## src/rtl/sub_pipe.sv

```systemverilog
`default_nettype none
// ----------------------------------------------------------------------------
// sub_pipe : pipelined WIDTH-bit subtractor, one 4-bit borrow-lookahead slice
// per stage. Optional macro SUB_PIPE_SAT_EN saturates diff on signed overflow.
// Rev 1.0
// ----------------------------------------------------------------------------
module sub_pipe #(
  parameter int WIDTH = 16
) (
  input  logic             clk,
  input  logic             rst,
  input  logic             in_valid,
  output logic             in_ready,
  input  logic [WIDTH-1:0] minu,
  input  logic [WIDTH-1:0] subt,
  input  logic             borrow_in,
  output logic             out_valid,
  input  logic             out_ready,
  output logic [WIDTH-1:0] diff,
  output logic             borrow_out,
  output logic             overflow
);
  localparam int NIB = WIDTH / 4;

  logic adv;
  assign adv      = !out_valid || out_ready;
  assign in_ready = adv;

  // Returns {borrow_out, diff[3:0]} for one nibble.
  function automatic logic [4:0] nib_sub(input logic [3:0] a, input logic [3:0] b,
                                         input logic c0);
    logic [3:0] g;
    logic [3:0] p;
    logic [4:0] c;
    g    = ~a & b;
    p    = ~(a ^ b);
    c[0] = c0;
    c[1] = g[0] | (p[0] & c0);
    c[2] = g[1] | (p[1] & g[0]) | (p[1] & p[0] & c0);
    c[3] = g[2] | (p[2] & g[1]) | (p[2] & p[1] & g[0]) | (p[2] & p[1] & p[0] & c0);
    c[4] = g[3] | (p[3] & g[2]) | (p[3] & p[2] & g[1]) | (p[3] & p[2] & p[1] & g[0])
         | (p[3] & p[2] & p[1] & p[0] & c0);
    return {c[4], a ^ b ^ c[3:0]};
  endfunction

  generate
    for (genvar k = 0; k < NIB; k++) begin : g_stage
      // Stage k sees operand bits [WIDTH-1:4k]; bits above its nibble move on skewed.
      localparam int SW = WIDTH - 4 * k;
      logic [SW-1:0]  src_a;
      logic [SW-1:0]  src_b;
      logic           src_c;
      logic           v_in;
      logic [4:0]     nib;
      logic [4*k+3:0] raw;
      logic [4*k+3:0] res_in;
      logic [4*k+3:0] res;
      logic           v;
      logic           bo;

      assign nib = nib_sub(src_a[3:0], src_b[3:0], src_c);

      if (k == 0) begin : g_first
        assign src_a = minu;
        assign src_b = subt;
        assign src_c = borrow_in;
        assign v_in  = in_valid;
        assign raw   = nib[3:0];
      end else begin : g_next
        assign src_a = g_stage[k-1].g_skew.hi_a;
        assign src_b = g_stage[k-1].g_skew.hi_b;
        assign src_c = g_stage[k-1].bo;
        assign v_in  = g_stage[k-1].v;
        assign raw   = {nib[3:0], g_stage[k-1].res};
      end

      if (k < NIB - 1) begin : g_skew
        logic [SW-5:0] hi_a;
        logic [SW-5:0] hi_b;
        always_ff @(posedge clk or posedge rst) begin
          if (rst) begin
            hi_a <= '0;
            hi_b <= '0;
          end else if (adv) begin
            hi_a <= src_a[SW-1:4];
            hi_b <= src_b[SW-1:4];
          end
        end
      end

      if (k == NIB - 1) begin : g_last
        logic ovf_in;
        logic ov;
        assign ovf_in = (src_a[SW-1] ^ src_b[SW-1]) & (nib[3] ^ src_a[SW-1]);
`ifdef SUB_PIPE_SAT_EN
        assign res_in = ovf_in ? {src_a[SW-1], {(4*k+3){~src_a[SW-1]}}} : raw;
`else
        assign res_in = raw;
`endif
        always_ff @(posedge clk or posedge rst) begin
          if (rst)      ov <= 1'b0;
          else if (adv) ov <= ovf_in;
        end
      end else begin : g_mid
        assign res_in = raw;
      end

      always_ff @(posedge clk or posedge rst) begin
        if (rst) begin
          v   <= 1'b0;
          bo  <= 1'b0;
          res <= '0;
        end else if (adv) begin
          v   <= v_in;
          bo  <= nib[4];
          res <= res_in;
        end
      end
    end
  endgenerate

  assign out_valid  = g_stage[NIB-1].v;
  assign diff       = g_stage[NIB-1].res;
  assign borrow_out = g_stage[NIB-1].bo;
  assign overflow   = g_stage[NIB-1].g_last.ov;

endmodule
`default_nettype wire

```

## config.mk

```make
export PLATFORM = sky130hd
export DESIGN_NAME = sub_pipe
export DESIGN_NICKNAME = d
export VERILOG_FILES = /design/src/rtl/sub_pipe.sv
export SDC_FILE = /design/constraint.sdc
export NUM_CORES = 1
export LEC_CHECK = 0
export CORE_MARGIN = 3
export CORE_UTILIZATION = 25
export DETAILED_ROUTE_END_ITERATION = 6
export PLACE_DENSITY_LB_ADDON = 0.3
export REMOVE_ABC_BUFFERS = 1
export SYNTH_ARGS = -nofsm -noshare
export SYNTH_HDL_FRONTEND = slang
export SYNTH_SLANG_ARGS = --single-unit
```

## constraint.sdc

```tcl
create_clock -name clk -period 6.6 [get_ports clk]
set_clock_uncertainty 0.2 [all_clocks]
set_input_delay 0.66 -clock clk [delete_from_list [all_inputs] [get_ports clk]]
set_output_delay 0.66 -clock clk [all_outputs]
set_load 0.05 [all_outputs]
```

==> reports/metrics.cfg, run 1 <==
[run_status]
status=finished clean

[setup_path]
crit_path_frequent_cell=clkdlybuf4s50_1
cpPeakStageDelay_ns=0.80
worstPathMaxFanout=77
rr_worst_depth=6
rr_endpoint=diff[14]$_DFFE_PP0P_
critPathLaunch=out_ready
reg2reg_from=out_valid$_DFFE_PP0P_
cp-start-kind=input pin
end_kind=output pin
path_class=input pin to output pin
cpMaxStageDelayCell=clkdlybuf4s50_1
r2r_slack_ns=3.92
endpoint=in_ready
critical_path.cell_chain=clkdlybuf4s50_1 > nor2b_4 > buf_4 > inv_4 > clkdlybuf4s50_1
arrival_ns=3.00
worstPathRequired_ns=5.74

[pwr]
p_sw_share_pct=38.1
clockPowerShare_pct=22.9
vdd_drop_max_uv=176
p_seq_share_pct=37.2
p_comb_share_pct=39.9
powerDensity_nw_per_um2=500
switching_power_uw=1010
leakagePower_uw=0.00260
power.internal_uw=1640

[sta]
slew_viol_final=0
tightest_slew_ns=0.795
min_period_over_period_pct=58.5
slew_headroom_pct=47.0
finalSetupViolCount=0
min_period_ns=3.86
tns_ns=0
rsz0062_at_grt=false
hold_viol=0
fin_ws_ns=2.74
max_freq_mhz=259
whs_ns=0.266

[synthesis]
syn_area_per_cell_sq_um=9.36
synth_edf_count=0
synthTopCellsByArea=dfrtp_1, nand2_1, ha_1, o21ai_0, inv_1
ys.flop_type=dfrtp_1
synth.distinct_cells=26
synthesis.area_sq_um=4220
ys_ff_latch=97
synthCells=451
async_flop_share_pct=100
synth_top_cells_by_count=nand2_1, dfrtp_1, o21ai_0
yosys_warnings=0
synth.top_cell.area_share_pct=57.5
yosysTopAreaCell=dfrtp_1
ys_seq_area_share_pct=57.5
yosysMostFrequentCell=nand2_1

[placed_design]
dp_slack_ns=2.70
placed_area_sq_um=4950
gp_congestion=0.699
place_inst=705
dp_hpwl_mm=5.36
numPortBuffers=56

[detailed_routing]
drc=0
drtIter0Drc=180
drt-total-wl_mm=8.10
via_per_inst=4.12
drt.antenna.violating_nets=0
firstDrtPassIters=4
vias=2967
wl_per_cell_microns=11.2

[clocking]
cts_resized=0
holdBufCountCts=0
cts-root-buf=clkbuf_16
cts_max_level=3
cts_setup_buffers=0
clock-sinks=97
clk_latency_ns=0.34
clk_path_buf_depth=2
path_clk_slew_ns=0.07
cts_inserted_buffers=9
cts_tree=built

[layout]
stdcell_area_sq_um=5300
nFillCells=1694
final_layout_size_suffix_gt1_share_pct=5.15
finalNonFillerCells=721
layout-area-overhead-vs-synth_pct=25.7
diodes=0
nNetsFinal=557

[floorplanning]
dieHeight_microns=136
die_w_microns=136
start_util_pct=26.1
core-area_sq_um=16200
ioPinCount=57
rows=46
dieArea_sq_um=18500

[global_routing]
track_usage_pct=9.54
grt-ovfl-total=0
antenna_found_initial=0
grt_pass1_wl_mm=14.0
grt_max_degree=78
grt_pass1_vias=3046

[run]
max_cap_viol_count=0

[worst_hold_path]
worstHoldPathType=flop to flop

[cells in the final DEF, fill, tap and decap left out, types with 2 or more instances in the layout]
cell               n
xnor2_1            4
inv_4              2
bufinv_16          3
buf_4              3
inv_1             22
a21o_1             3
a21oi_1           12
nand2_1          210
dfrtp_1           97
a211oi_1           9
xor2_1             5
fa_1               4
nor2_1             8
o21ai_0           24
o22a_1             4
ha_1              16
o21bai_1           3
clkbuf_16          9
clkinvlp_4         2
clkdlybuf4s50_1   56
[worst max-delay path: cells and delay by family]
| family | cells | cell delay, ns |
|---|---|---|
| buf+inv | 4 | 2.18 |
| simple gates | 1 | 0.11 |
[metal layers]
layer	share of wire (%)	up-vias	track usage, %
met5	0	-	0
met4	1.4	0	3.02
met3	4.9	11	3.37
met2	49	48	16.3
met1	45	1396	11.2
li1	-	1512	-
[power groups by stage]
stage	registers, uW	clock network (uW)	logic [uW]
2_1_floorplan	1170	0	589
6_report	987	608	1060
5_1_grt	1020	649	1200
4_1_cts	991	625	1080
3_5_place_dp	1000	0	1070
3_3_place_gp	992	0	1050
[worst min-delay path by stage]
stage                                                      from                                     to  slack, ns  cells past startpoint
after global routing              g_stage[1].res[2]$_DFFE_PP0P_          g_stage[2].res[2]$_DFFE_PP0P_       0.28                      2
after floorplan                        g_stage[2].v$_DFFE_PP0P_               g_stage[2].v$_DFFE_PP0P_       0.23                      2
after detailed placement  g_stage[0].g_skew.hi_b[8]$_DFFE_PP0P_  g_stage[0].g_skew.hi_b[8]$_DFFE_PP0P_       0.26                      2
after global placement                 g_stage[2].v$_DFFE_PP0P_               g_stage[2].v$_DFFE_PP0P_       0.24                      2
final                             g_stage[1].res[0]$_DFFE_PP0P_          g_stage[1].res[0]$_DFFE_PP0P_       0.27                      2
after CTS                 g_stage[0].g_skew.hi_b[4]$_DFFE_PP0P_  g_stage[0].g_skew.hi_b[4]$_DFFE_PP0P_       0.27                      2
[sequential cells by signal, indices dropped and copies added, names as in the netlist]
register / flops
diff: 16
out_valid: 1
g_stage.v: 3
g_stage.g_skew.hi_a: 24
g_stage.g_skew.hi_b: 24
overflow: 1
borrow_out: 1
g_stage.res: 24
g_stage.bo: 3
[through the flow]
stage / power [uW] / util [%]
after floorplan: 1760 / -
after global placement: 2040 / 30.6
after detailed placement: 2070 / 30.6
after CTS: 2700 / 32.8
after global routing: 2870 / 32.8
final: 2650 / 32.8
[layout make-up]
cell class,count,area (sq um),area share [%]
Timing Repair Buffer,59,583,11.0
Clock buffer,10,239,4.51
Sequential cell,97,2430,45.8
Tap cell,216,270,5.10
Clock inverter,6,114,2.15
Multi-Input combinational cell,309,1580,29.7
Inverter,24,95.1,1.79
[logic make-up after synthesis]
| kind of cell | after synthesis | synth area share (%) |
|---|---|---|
| xor gates and xnor gates | 9 | 1.87 |
| DFF | 97 | 57.5 |
| buffers and inverters | 45 | 5.28 |
| AOI/OAI and AO/OA | 60 | 8.95 |
| and+or+nand+nor | 220 | 19.7 |
| adders and majority gates | 20 | 6.64 |
(Power assumes the default switching activity.)
==> run 2, diff against run 1 <==
clock period = 3.5 ns   (was 6.6 ns; I/O delays follow)
==> run 2 against run 1 <==
Flip-flop and latch count unchanged; worst setup slack got worse by 1.3 ns; design area barely moved; global-route usage grew 0.17 points; critical path type unchanged.
==> reports/metrics.cfg, run 2 (synthesized netlist as in run 1, its figures left out) <==
[run_status]
status=finished clean

[pwr]
p_sw_share_pct=38.7
powerDensity_nw_per_um2=925
p_comb_share_pct=41.3
switching_power_uw=1900
p_seq_share_pct=37.9
clockPowerShare_pct=20.8
vdd_drop_max_uv=286
power.internal_uw=3010
leakagePower_uw=0.00262

[floorplanning]
dieHeight_microns=136
die_w_microns=136
core-area_sq_um=16200
ioPinCount=57
rows=46
start_util_pct=26.1
dieArea_sq_um=18500

[clocking]
cts-root-buf=clkbuf_16
path_clk_slew_ns=0.06
cts_max_level=3
cts_tree=built
clock-sinks=97
cts_setup_buffers=0
cts_inserted_buffers=9
cts_resized=0
clk_latency_ns=0.35
clk_path_buf_depth=2
holdBufCountCts=0

[detailed_routing]
firstDrtPassIters=4
via_per_inst=4.12
wl_per_cell_microns=11.2
drt-total-wl_mm=8.17
drt.antenna.violating_nets=0
drc=0
drtIter0Drc=118
vias=2989

[global_routing]
grt_max_degree=77
grt_pass1_vias=3082
grt-ovfl-total=0
track_usage_pct=9.71
antenna_found_initial=0
grt_pass1_wl_mm=14.4

[placed_design]
dp_hpwl_mm=5.50
numPortBuffers=56
dp_slack_ns=1.14
gp_congestion=0.688

[layout]
reg.largest.list=g_stage.g_skew.hi_a x24, g_stage.g_skew.hi_b x24, g_stage.res x24
nNetsFinal=562
final_layout_size_suffix_gt1_share_pct=5.88
nFillCells=1702
diodes=0
layout-area-overhead-vs-synth_pct=25.8
final_cell_mix=nand2_1, dfrtp_1, clkdlybuf4s50_1
final_common_cell=nand2_1
regArea_sq_um=2430
multi_input_comb_area_sq_um=1580

[sta]
max_freq_mhz=477
finalSetupViolCount=0
tightest_slew_ns=0.770
slew_viol_final=0
min_period_ns=2.10
tns_ns=0
fin_ws_ns=1.40
rsz0062_at_grt=false
slew_headroom_pct=48.6
hold_viol=0
min_period_over_period_pct=59.9

[setup_path]
worstPathMaxFanout=46
arrival_ns=1.55
cp-start-kind=input pin
reg2reg_from=g_stage[0].g_skew.hi_a[0]$_DFFE_PP0P_
end_kind=output pin
critPathLaunch=out_ready
path_class=input pin to output pin
worstPathRequired_ns=2.95

[worst_hold_path]
worstHoldPathType=flop to flop
hp-start=g_stage[2].v$_DFFE_PP0P_

[run]
max_cap_viol_count=0

==> run 2: routing by layer <==
layer | up-vias | GRT usage [%] | routed length, microns
met3 | 14 | 2.89 | 340
met5 | - | 0 | 0
li1 | 1526 | - | -
met4 | 0 | 3.70 | 145
met1 | 1401 | 11.4 | 3590
met2 | 48 | 16.8 | 4090
==> run 2: power groups by stage <==
stage,combinational (uW),clock (uW),sequential [uW]
after floorplan,1110,0,2200
after global placement,2000,0,1870
after detailed placement,2060,0,1890
after CTS,2070,1060,1870
after global routing,2280,1100,1930
final,2030,1020,1860
==> run 2: final cells by class <==
| type | count | share of cell area, % |
|---|---|---|
| clock buffer | 14 | 5.16 |
| clock inverter | 2 | 0.660 |
| inverter | 24 | 1.79 |
| multi-input combinational | 309 | 29.7 |
| sequential | 97 | 45.7 |
| tap | 216 | 5.09 |
| timing repair buffer | 64 | 11.9 |
==> run 2: path summary, 6_finish.rpt <==
| kind | slack (ns) | depth (start not counted) | to |
|---|---|---|---|
| max | 1.40 | 4 | in_ready |
| min | 0.26 | 1 | out_valid$_DFFE_PP0P_ |
| max reg2reg | 1.65 | 6 | g_stage[1].bo$_DFFE_PP0P_ |
| min reg2reg | 0.26 | 1 | out_valid$_DFFE_PP0P_ |
| max in group asynchronous | 2.11 | 3 | g_stage[2].g_skew.hi_a[2]$_DFFE_PP0P_ |
| min in group asynchronous | 0.30 | 2 | g_stage[0].g_skew.hi_b[9]$_DFFE_PP0P_ |
==> run 2: worst max-delay path, cell delays in order <==
cell and delay [ns]:
clkdlybuf4s50_1 0.50, nor2b_4 0.06, inv_4 0.34, buf_4 0.29
==> run 2: stage by stage <==
step	instance area [sq um]	total power, uW	hold WS (ns)	cells	util [%]
2_1_floorplan	4090	3310	0.230	430	-
3_3_place_gp	5000	3880	0.242	710	30.9
3_5_place_dp	5000	3950	0.251	710	30.9
4_1_cts	5310	5000	0.266	726	32.8
5_1_grt	5310	5310	0.285	726	32.8
6_report	5310	4910	0.260	726	32.8
==> run 3, diff against run 2 <==
clock period = 2.1 ns   (was 3.5 ns; I/O delays follow)
==> run 3 against run 2 <==
Clock power grew 48%; global-route usage shrank 0.18 points; design area grew 0.52%; wire length shrank 2.8%; worst setup slack lost 1.2 ns; register-to-register slack lost 1.4 ns; final cell count shrank 0.14%; largest power group unchanged.
==> reports/metrics.cfg, run 3 (synthesized netlist as in run 1, its figures left out) <==
[global_routing]
gr-max-usage-layer=met2
globalRouteMet2Util_pct=16.8
antenna_found_initial=0
grt_pass1_wl_mm=14.2
grt_use_met3_pct=3.15
grt_max_degree=77
grt_pass1_vias=3149
track_usage_pct=9.53
grt_util_met1_pct=10.7
grt-ovfl-total=0

[detailed_routing]
via_per_inst=4.15
drt.antenna.violating_nets=0
drtIter0Drc=98
wl_per_cell_microns=11.0
firstDrtPassIters=4
drc=0
drt-total-wl_mm=7.94
vias=3006

[sta]
slew_viol_final=0
slew_headroom_pct=65.2
min_period_ns=1.93
tightest_slew_ns=0.520
rsz0062_at_grt=false
hold_viol=0
fin_ws_ns=0.170
finalSetupViolCount=0
max_freq_mhz=518
min_period_over_period_pct=91.9

[layout]
diodes=0
stdcell_area_sq_um=5340
regArea_sq_um=2430
reg.largest.list=g_stage.g_skew.hi_a x24, g_stage.g_skew.hi_b x24, g_stage.res x24
final_common_cell=nand2_1
final_util_pct=33.0
final_layout_size_suffix_gt1_share_pct=5.70
nNetsFinal=562
nFillCells=1693
multi_input_comb_area_sq_um=1580
layout-area-overhead-vs-synth_pct=26.4
finalNonFillerCells=725
final_cell_mix=nand2_1, dfrtp_1, clkdlybuf4s50_1

[clocking]
cts_resized=0
cts_inserted_buffers=9
path_clk_slew_ns=0.06
cts_tree=built
cts_setup_buffers=0
clock-sinks=97
clk_latency_ns=0.34
cts_max_level=3
holdBufCountCts=0
clk_path_buf_depth=2
cts-root-buf=clkbuf_16

[placed_design]
placed_area_sq_um=5060
place_inst=710
dp_slack_ns=-0.0474
dp_hpwl_mm=5.50
gp_congestion=0.713
numPortBuffers=56

[pwr]
leakagePower_uw=0.00262
powerDensity_nw_per_um2=1500
power.total_uw=8000
vdd_drop_max_uv=537

[setup_path]
cpMaxStageDelayCell=clkdlybuf4s50_1
cp-start-kind=flop
worstPathRequired_ns=1.69
rr_endpoint=g_stage[1].bo$_DFFE_PP0P_
end_kind=output pin
cpPeakStageDelay_ns=0.81
crit_buf_inv=1
worstPathMaxFanout=2
path_class=flop to output pin
reg2reg_from=g_stage[0].g_skew.hi_a[0]$_DFFE_PP0P_
critical_path.cell_chain=clkdlybuf4s50_1
arrival_ns=1.52
r2r_slack_ns=0.29
cp_top_family=buffers and inverters
rr_worst_depth=6

[run_status]
status=finished clean

[floorplanning]
dieHeight_microns=136
die_w_microns=136
core-area_sq_um=16200
dieArea_sq_um=18500
start_util_pct=26.1
rows=46
ioPinCount=57

[worst_hold_path]
worstHoldPathType=input pin to async pin

[run]
max_cap_viol_count=0

run 3: changes by cell type in the layout (fill, tap and decap cells not counted), sizes merged:
cell    delta
bufinv     -1
clkinv     +1
clkbuf     -1
run 3: per-layer routing:
layer / wire length, microns / vias up
met4: 123 / 0
met5: 0 / -
met3: 389 / 10
met1: 3460 / 1414
li1: - / 1527
met2: 3960 / 55
run 3: area by class of cell:
class | instances | area share, %
inverter | 24 | 1.78
multi-input combinational | 309 | 29.5
sequential | 97 | 45.5
clock inverter | 2 | 0.258
clock buffer | 13 | 4.88
timing repair buffer | 64 | 13.0
tap | 216 | 5.07
run 3: worst max-delay path by stage:
stage,slack [ns],depth (start not counted),startpoint,to
after global routing,0.10,6,g_stage[0].g_skew.hi_a[0]$_DFFE_PP0P_,g_stage[1].bo$_DFFE_PP0P_
after global placement,0.003,7,minu[0],g_stage[0].bo$_DFFE_PP0P_
after floorplan,-1.69,3,out_valid$_DFFE_PP0P_,diff[14]$_DFFE_PP0P_
after detailed placement,-0.05,7,minu[0],g_stage[0].bo$_DFFE_PP0P_
final,0.17,1,diff[5]$_DFFE_PP0P_,diff[5]
after CTS,0.13,1,diff[5]$_DFFE_PP0P_,diff[5]
run 3: stage by stage:
| step | hold WS, ns | TNS (ns) |
|---|---|---|
| finish | 0.0642 | 0 |
| detailed placement | 0.255 | -0.0474 |
| floorplan | 0.122 | -229.75 |
| global route | 0.0839 | 0 |
| global placement | 0.242 | 0 |
| CTS | 0.0597 | 0 |
run 3: worst reg2reg max path, delay by kind of cell (launching register included):
| family | cells | cell delay, ns |
|---|---|---|
| buffers and inverters | 1 | 0.06 |
| flip-flops | 1 | 0.37 |
| AO/OA/AOI/OAI | 4 | 0.76 |
| adder cells (fa/ha/maj) | 1 | 0.30 |
run 3: power by group:
part	internal (uW)	total (uW)	switching, uW
Sequential	2690	3100	416
Combinational	1340	3380	2050
Clock	862	1510	652
